**src/rtl/uart_rx_fifo_if.sv**
```systemverilog
// Bus bundle between the RS-232 receiver / CPU I/O decode and the receive FIFO.
// The slave side is the FIFO itself; the master side is whoever drives the
// receiver handshake and the CPU pop/clear strobes.
interface uart_rx_fifo_if #(
    parameter int DEPTH_LOG2 = 4
);
    logic [7:0]          rx_data;
    logic                rx_rdy;
    logic                rx_done;
    logic                pop;
    logic                ovr_clr;
    logic [7:0]          data_out;
    logic                nempty;
    logic [DEPTH_LOG2:0] level;
    logic                ovr;
    logic [7:0]          drop_cnt;

    modport master (
        output rx_data, rx_rdy, pop, ovr_clr,
        input  rx_done, data_out, nempty, level, ovr, drop_cnt
    );

    modport slave (
        input  rx_data, rx_rdy, pop, ovr_clr,
        output rx_done, data_out, nempty, level, ovr, drop_cnt
    );
endinterface

```
**src/rtl/uart_rx_fifo.sv**
```systemverilog
// Receive-side byte FIFO between the UART receiver and the CPU I/O bus.
// Every byte the receiver offers is acknowledged with a one-cycle rx_done
// pulse; it is queued if there is room, otherwise dropped and counted.
// The CPU reads the head through data_out and removes it with pop.
module uart_rx_fifo #(
    parameter int DEPTH_LOG2 = 4
) (
    input logic           clk,
    input logic           rst_n,
    uart_rx_fifo_if.slave bus
);
    localparam int DEPTH = 1 << DEPTH_LOG2;
    localparam logic [DEPTH_LOG2:0]   FULL_LEVEL = (DEPTH_LOG2 + 1)'(DEPTH);
    localparam logic [DEPTH_LOG2:0]   LEVEL_ONE  = (DEPTH_LOG2 + 1)'(1);
    localparam logic [DEPTH_LOG2-1:0] PTR_ONE    = DEPTH_LOG2'(1);

    typedef enum logic {
        IDLE = 1'b0,
        ACK  = 1'b1
    } state_t;

    state_t                state_q;
    state_t                state_d;
    logic                  rx_done_q;
    logic                  rx_done_d;
    logic                  capture;

    logic [7:0]            mem [DEPTH];
    logic [DEPTH_LOG2-1:0] wr_ptr;
    logic [DEPTH_LOG2-1:0] rd_ptr;
    logic [DEPTH_LOG2:0]   level_q;

    logic                  pop_eff;
    logic                  accept;
    logic                  drop;

    logic                  ovr_q;
    logic [7:0]            drop_cnt_q;

    // Intake state register; reset mid-ACK drops rx_done at once.
    always_ff @(posedge clk or negedge rst_n) begin
        if (!rst_n) begin
            state_q   <= IDLE;
            rx_done_q <= 1'b0;
        end else begin
            state_q   <= state_d;
            rx_done_q <= rx_done_d;
        end
    end

    // Intake next-state: take a byte in IDLE, then spend one cycle in ACK
    // ignoring rx_rdy so the receiver has time to drop it.
    always_comb begin
        state_d   = state_q;
        rx_done_d = 1'b0;
        capture   = 1'b0;
        case (state_q)
            IDLE: begin
                if (bus.rx_rdy) begin
                    capture   = 1'b1;
                    rx_done_d = 1'b1;
                    state_d   = ACK;
                end
            end
            ACK: begin
                state_d = IDLE;
            end
            default: begin
                state_d = IDLE;
            end
        endcase
    end

    // Push/pop qualification; a full FIFO still accepts when a pop frees a slot.
    always_comb begin
        pop_eff = bus.pop && (level_q != '0);
        accept  = capture && ((level_q != FULL_LEVEL) || bus.pop);
        drop    = capture && !accept;
    end

    // Storage array is deliberately left unreset.
    always_ff @(posedge clk) begin
        if (accept) begin
            mem[wr_ptr] <= bus.rx_data;
        end
    end

    // Pointers and occupancy; simultaneous push and pop leave level unchanged.
    always_ff @(posedge clk or negedge rst_n) begin
        if (!rst_n) begin
            wr_ptr  <= '0;
            rd_ptr  <= '0;
            level_q <= '0;
        end else begin
            if (accept) begin
                wr_ptr <= wr_ptr + PTR_ONE;
            end
            if (pop_eff) begin
                rd_ptr <= rd_ptr + PTR_ONE;
            end
            case ({accept, pop_eff})
                2'b10:   level_q <= level_q + LEVEL_ONE;
                2'b01:   level_q <= level_q - LEVEL_ONE;
                default: level_q <= level_q;
            endcase
        end
    end

    // Overrun flag and saturating drop counter; a drop beats a same-cycle clear.
    always_ff @(posedge clk or negedge rst_n) begin
        if (!rst_n) begin
            ovr_q      <= 1'b0;
            drop_cnt_q <= 8'h00;
        end else if (drop) begin
            ovr_q <= 1'b1;
            if (bus.ovr_clr) begin
                drop_cnt_q <= 8'h01;
            end else if (drop_cnt_q != 8'hFF) begin
                drop_cnt_q <= drop_cnt_q + 8'h01;
            end
        end else if (bus.ovr_clr) begin
            ovr_q      <= 1'b0;
            drop_cnt_q <= 8'h00;
        end
    end

    // Head byte is decoded straight from the array so the CPU can read it in
    // the same cycle it pops; an empty FIFO reads as zero.
    always_comb begin
        bus.data_out = (level_q != '0) ? mem[rd_ptr] : 8'h00;
    end

    assign bus.rx_done  = rx_done_q;
    assign bus.nempty   = (level_q != '0);
    assign bus.level    = level_q;
    assign bus.ovr      = ovr_q;
    assign bus.drop_cnt = drop_cnt_q;
endmodule
```
**src/flat_wrapper.sv**
```systemverilog
// flat-port wrapper written by rule: the top's interface ports become plain ports
module uart_rx_fifo_flat 
#(
    parameter int DEPTH_LOG2 = 4
)
  (clk, rst_n, bus_rx_data, bus_rx_rdy, bus_pop, bus_ovr_clr, bus_rx_done, bus_data_out, bus_nempty, bus_level, bus_ovr, bus_drop_cnt);
  uart_rx_fifo_if #(.DEPTH_LOG2(DEPTH_LOG2)) bus_i ();
  input logic clk;
  input logic rst_n;
  input wire logic [$bits(bus_i.rx_data)-1:0] bus_rx_data;
  input wire logic [$bits(bus_i.rx_rdy)-1:0] bus_rx_rdy;
  input wire logic [$bits(bus_i.pop)-1:0] bus_pop;
  input wire logic [$bits(bus_i.ovr_clr)-1:0] bus_ovr_clr;
  output wire logic [$bits(bus_i.rx_done)-1:0] bus_rx_done;
  output wire logic [$bits(bus_i.data_out)-1:0] bus_data_out;
  output wire logic [$bits(bus_i.nempty)-1:0] bus_nempty;
  output wire logic [$bits(bus_i.level)-1:0] bus_level;
  output wire logic [$bits(bus_i.ovr)-1:0] bus_ovr;
  output wire logic [$bits(bus_i.drop_cnt)-1:0] bus_drop_cnt;
  assign bus_i.rx_data = bus_rx_data;
  assign bus_i.rx_rdy = bus_rx_rdy;
  assign bus_i.pop = bus_pop;
  assign bus_i.ovr_clr = bus_ovr_clr;
  assign bus_rx_done = bus_i.rx_done;
  assign bus_data_out = bus_i.data_out;
  assign bus_nempty = bus_i.nempty;
  assign bus_level = bus_i.level;
  assign bus_ovr = bus_i.ovr;
  assign bus_drop_cnt = bus_i.drop_cnt;
  uart_rx_fifo #(.DEPTH_LOG2(DEPTH_LOG2)) u_core (.clk(clk), .rst_n(rst_n), .bus(bus_i));
endmodule
```
**config.mk**
```make
export PLATFORM = sky130hd
export DESIGN_NAME = uart_rx_fifo_flat
export DESIGN_NICKNAME = d
export VERILOG_FILES = /design/src/rtl/uart_rx_fifo_if.sv /design/src/rtl/uart_rx_fifo.sv /design/src/flat_wrapper.sv
export SDC_FILE = /design/constraint.sdc
export NUM_CORES = 1
export LEC_CHECK = 0
export BUFFER_PORTS_ARGS = -buffer_cell sky130_fd_sc_hd__buf_2
export CAP_MARGIN = 20
export CELL_PAD_IN_SITES_DETAIL_PLACEMENT = 1
export CELL_PAD_IN_SITES_GLOBAL_PLACEMENT = 1
export CORE_UTILIZATION = 40
export CTS_BUF_LIST = sky130_fd_sc_hd__clkbuf_8
export DETAILED_ROUTE_END_ITERATION = 7
export GPL_TIMING_DRIVEN = 0
export PLACE_DENSITY = 0.68
export REMOVE_ABC_BUFFERS = 1
export SKIP_LAST_GASP = 1
export SYNTH_ARGS = -nofsm -noshare
export SYNTH_HDL_FRONTEND = slang
export SYNTH_SLANG_ARGS = --single-unit
```
**constraint.sdc**
```tcl
create_clock -name clk -period 3.4 [get_ports clk]
set_input_delay 0.34 -clock clk [delete_from_list [all_inputs] [get_ports clk]]
set_output_delay 0.34 -clock clk [all_outputs]
set_load 0.1 [all_outputs]
```
==> impl_metrics.toml <==
[synthesis]
synth.largest_area_cell = "edfxtp_1"
synthArstFlopShare_pct = 15.2
netlist_area_um2 = 6360
synthesis.instances = 365
post_synth.cell_area_avg_um2 = 17.4
synth_top_area_share_pct = 60.4
ys_ff_latch = 151
synth_area_leaders = "edfxtp_1 (60%), mux4_2 (11%), dfrtp_1 (9.0%)"
synth_warnings = 0
synth_seq_area_share_pct = 69.5
synth_edf_count = 128
synthFlopType = "edfxtp_1"
synth_cell_type_count = 45

[clock_network]
clk_pin_slew_worst_paths_ps = 80
clk_root_buffer_cell = "clkbuf_8"
cts_buffers = 17
post_cts_buffers = 0
clockBufferDepth = 2
cts_tree = "done"
clk_latency_ps = 440
cts.htree.levels = 4
clkSinkCount = 151

[timing]
min_period_ps = 3140
grt_setup_unrepaired = "false"
setup_viol = 0
drv_slew = 0
fin_skew_ps = 9.19
worst_pin_slew_ps = 991
final_hold_viol_count = 0
slew_headroom_pct = 33.7
fmax_mhz = 318
finalCritPeriodShare_pct = 92.4

[place]
portBuffers = 36
hpwl_um = 8450
gp_congestion = 0.778

[final_layout]
post_route_cells_drive_above_1_share_pct = 29.6
area_growth_pct = 13.0
seq_area_um2 = 4420
nets = 429
fill_cells = 1506
final_util_pct = 46.8
antenna_cells = 0
multi_input_area_um2 = 1840

[pwr]
clkPwrFrac_pct = 20.1
swShare_pct = 41.5
powerDensity_nw_per_um2 = 867
intPower_mw = 3.65
pwr-share-seq_pct = 40.4
ir_drop_mv = 1.19
total_power_mw = 6.23
leakagePower_nw = 2.44
switchingPower_mw = 2.58
comb_power_share_pct = 39.5

[worst_setup_path]
slowest_delay_ps = 610
worst-r2r-cell-count = 10
cp_data_required_time_ps = 3710
arrival_ps = 3460
rrSetupSlack_ps = 260
critical_path_class = "reg2reg"
critPathMaxFanout = 12
timing.critical_path.cells = "or4_4, o21a_1, clkinvlp_4, ha_4, xor2_1, ha_1, o211ai_1, nor4_1, nand4b_1, or3_1"
r2r_end = "u_core.bus.level[4]"
startpoint_type = "register"
end_kind = "register"
slowest_stage = "or4_4"
startpoint = "u_core.bus.level[2]"
r2r-start = "u_core.bus.level[2]"

[min_path]
min_path_type = "in2reg"
holdPathStages = 2
holdPathEnd = "u_core.bus.drop_cnt[4]"
min-delay-start = "bus_ovr_clr"

[global_routing]
grt_use_total_pct = 17.3
first_global_vias = 3613
grt_remaining_overflow = 0
grt_max_degree = 31
grt_pass1_wl_um = 20200
antenna_found_initial = 0

[floorplan]
rows = 45
die-area_um2 = 16400
die_y_um = 128
initial_utilization_pct = 41.4
fp.dieW_um = 128
core-area_um2 = 15400
pin_count = 37

[run]
maxCapViolCount = 0

[routing]
ant_nets = 0
post_drt_wl_per_cell_um = 20.4
dr.pass1.iters = 4
avgViaCountPerCell = 5.31
drt_iter0_markers = 166
num_vias = 3328
drc = 0
routed_wl_um = 12800

[status]
status = "complete, no violations"
[state kept, by name (all words and copies together), names as in the netlist]
| signal | flops |
|---|---|
| u_core.mem | 128 |
| u_core.bus.drop_cnt | 8 |
| u_core.bus.level | 5 |
| u_core.rd_ptr | 4 |
| u_core.wr_ptr | 4 |
| u_core.bus.ovr | 1 |
| u_core.bus.rx_done | 1 |
[power groups by stage]
stage | Combinational [mW] | Sequential (mW) | Clock (mW)
after CTS | 2.49 | 2.53 | 1.29
after floorplan | 1.67 | 2.76 | 0
final | 2.46 | 2.52 | 1.25
after global routing | 2.62 | 2.56 | 1.35
after global placement | 2.27 | 2.67 | 0
after detailed placement | 2.49 | 2.57 | 0
[cells in the mapped netlist (3+ instances only)]
master      n
nand2_1     8
nor3_1      3
mux4_2     32
inv_1      11
and2_1      8
o21ai_0    13
nor3b_1     3
nand3_1     5
dfrtp_1    23
buf_1       3
nor4_1      7
edfxtp_1  128
a31oi_1     3
clkbuf_1   10
buf_2       7
nor2_1     10
mux2i_1     8
xnor2_1     6
mux2_2     11
ha_1       10
nand4_1     5
xor2_1      4
nor2b_1     4
a21oi_1    13
nand2b_1    3
[logic make-up (layout without fill, tap and decap cells)]
group,Yosys count,count (layout),share of synthesized area (%)
DFF,151,151,69.5
adders and majority gates,10,10,1.97
buffers and inverters,32,83,2.14
and+or+nand+nor,70,70,6.61
xor gates and xnor gates,10,10,1.38
muxes,51,51,14.5
AOI/OAI and AO/OA,41,41,3.88
[routing by layer]
metal	GRT usage, %	vias to the layer above	part of all wire [%]
met3	3.80	17	3.4
met4	6.99	0	1.8
met2	29.3	70	50
li1	-	1518	-
met1	21.7	1723	45
met5	0	-	0
[cell usage in the layout (no fill, tap or decap), drive strengths merged, types with 7 or more instances in the layout]
cell	n
nor2	10
clkinv	8
inv	10
nor4	7
clkbuf	17
a21oi	13
edfxtp	128
buf	42
mux4	32
dfrtp	23
mux2i	8
nand2	8
mux2	11
and2	8
ha	10
o21ai	13
[stage by stage]
stage | std cells | TNS (ps) | worst slack (ps) | instance area [um2] | hold WS [ps]
2_1_floorplan | 344 | -6070 | -743 | 6260 | 44.4
3_3_place_gp | 591 | -1150 | -190 | 6710 | 352
3_5_place_dp | 597 | -45.8 | -45.8 | 6810 | 360
4_1_cts | 627 | 0 | 19.9 | 7170 | 158
5_1_grt | 627 | 0 | 76.3 | 7190 | 169
6_report | 627 | 0 | 259 | 7190 | 188
[worst max-delay path by stage]
stage | endpoint | slack (ps) | depth (start not counted)
floorplan | bus_data_out[0] | -740 | 4
global route | u_core.bus.level[4] | 80 | 10
CTS | u_core.bus.level[4] | 20 | 10
detailed placement | u_core.bus.level[4] | -50 | 10
global placement | bus_data_out[0] | -190 | 5
finish | u_core.bus.level[4] | 260 | 10
[layout make-up]
class	count	area share, %
Clock inverter	12	1.58
Inverter	11	0.627
Timing Repair Buffer	43	3.72
Clock buffer	17	3.26
Multi-Input combinational cell	182	25.6
Tap cell	211	3.67
Sequential cell	151	61.5
[worst max-delay path, delay by kind of cell, from the launching register on]
kind	cells	cell delay [ps]
compound gates	2	540
xor+xnor	1	90
fa+ha+maj	2	480
buf+inv	1	240
flops	1	480
simple gates	4	1180
[repair_timing]
item,in CTS,in global routing
hold endpoints to repair,23,0
gates resized for setup,1,2
hold buffers,1,0
setup endpoints to repair,1,1
No activity file was read; power rests on OpenSTA's default activity.
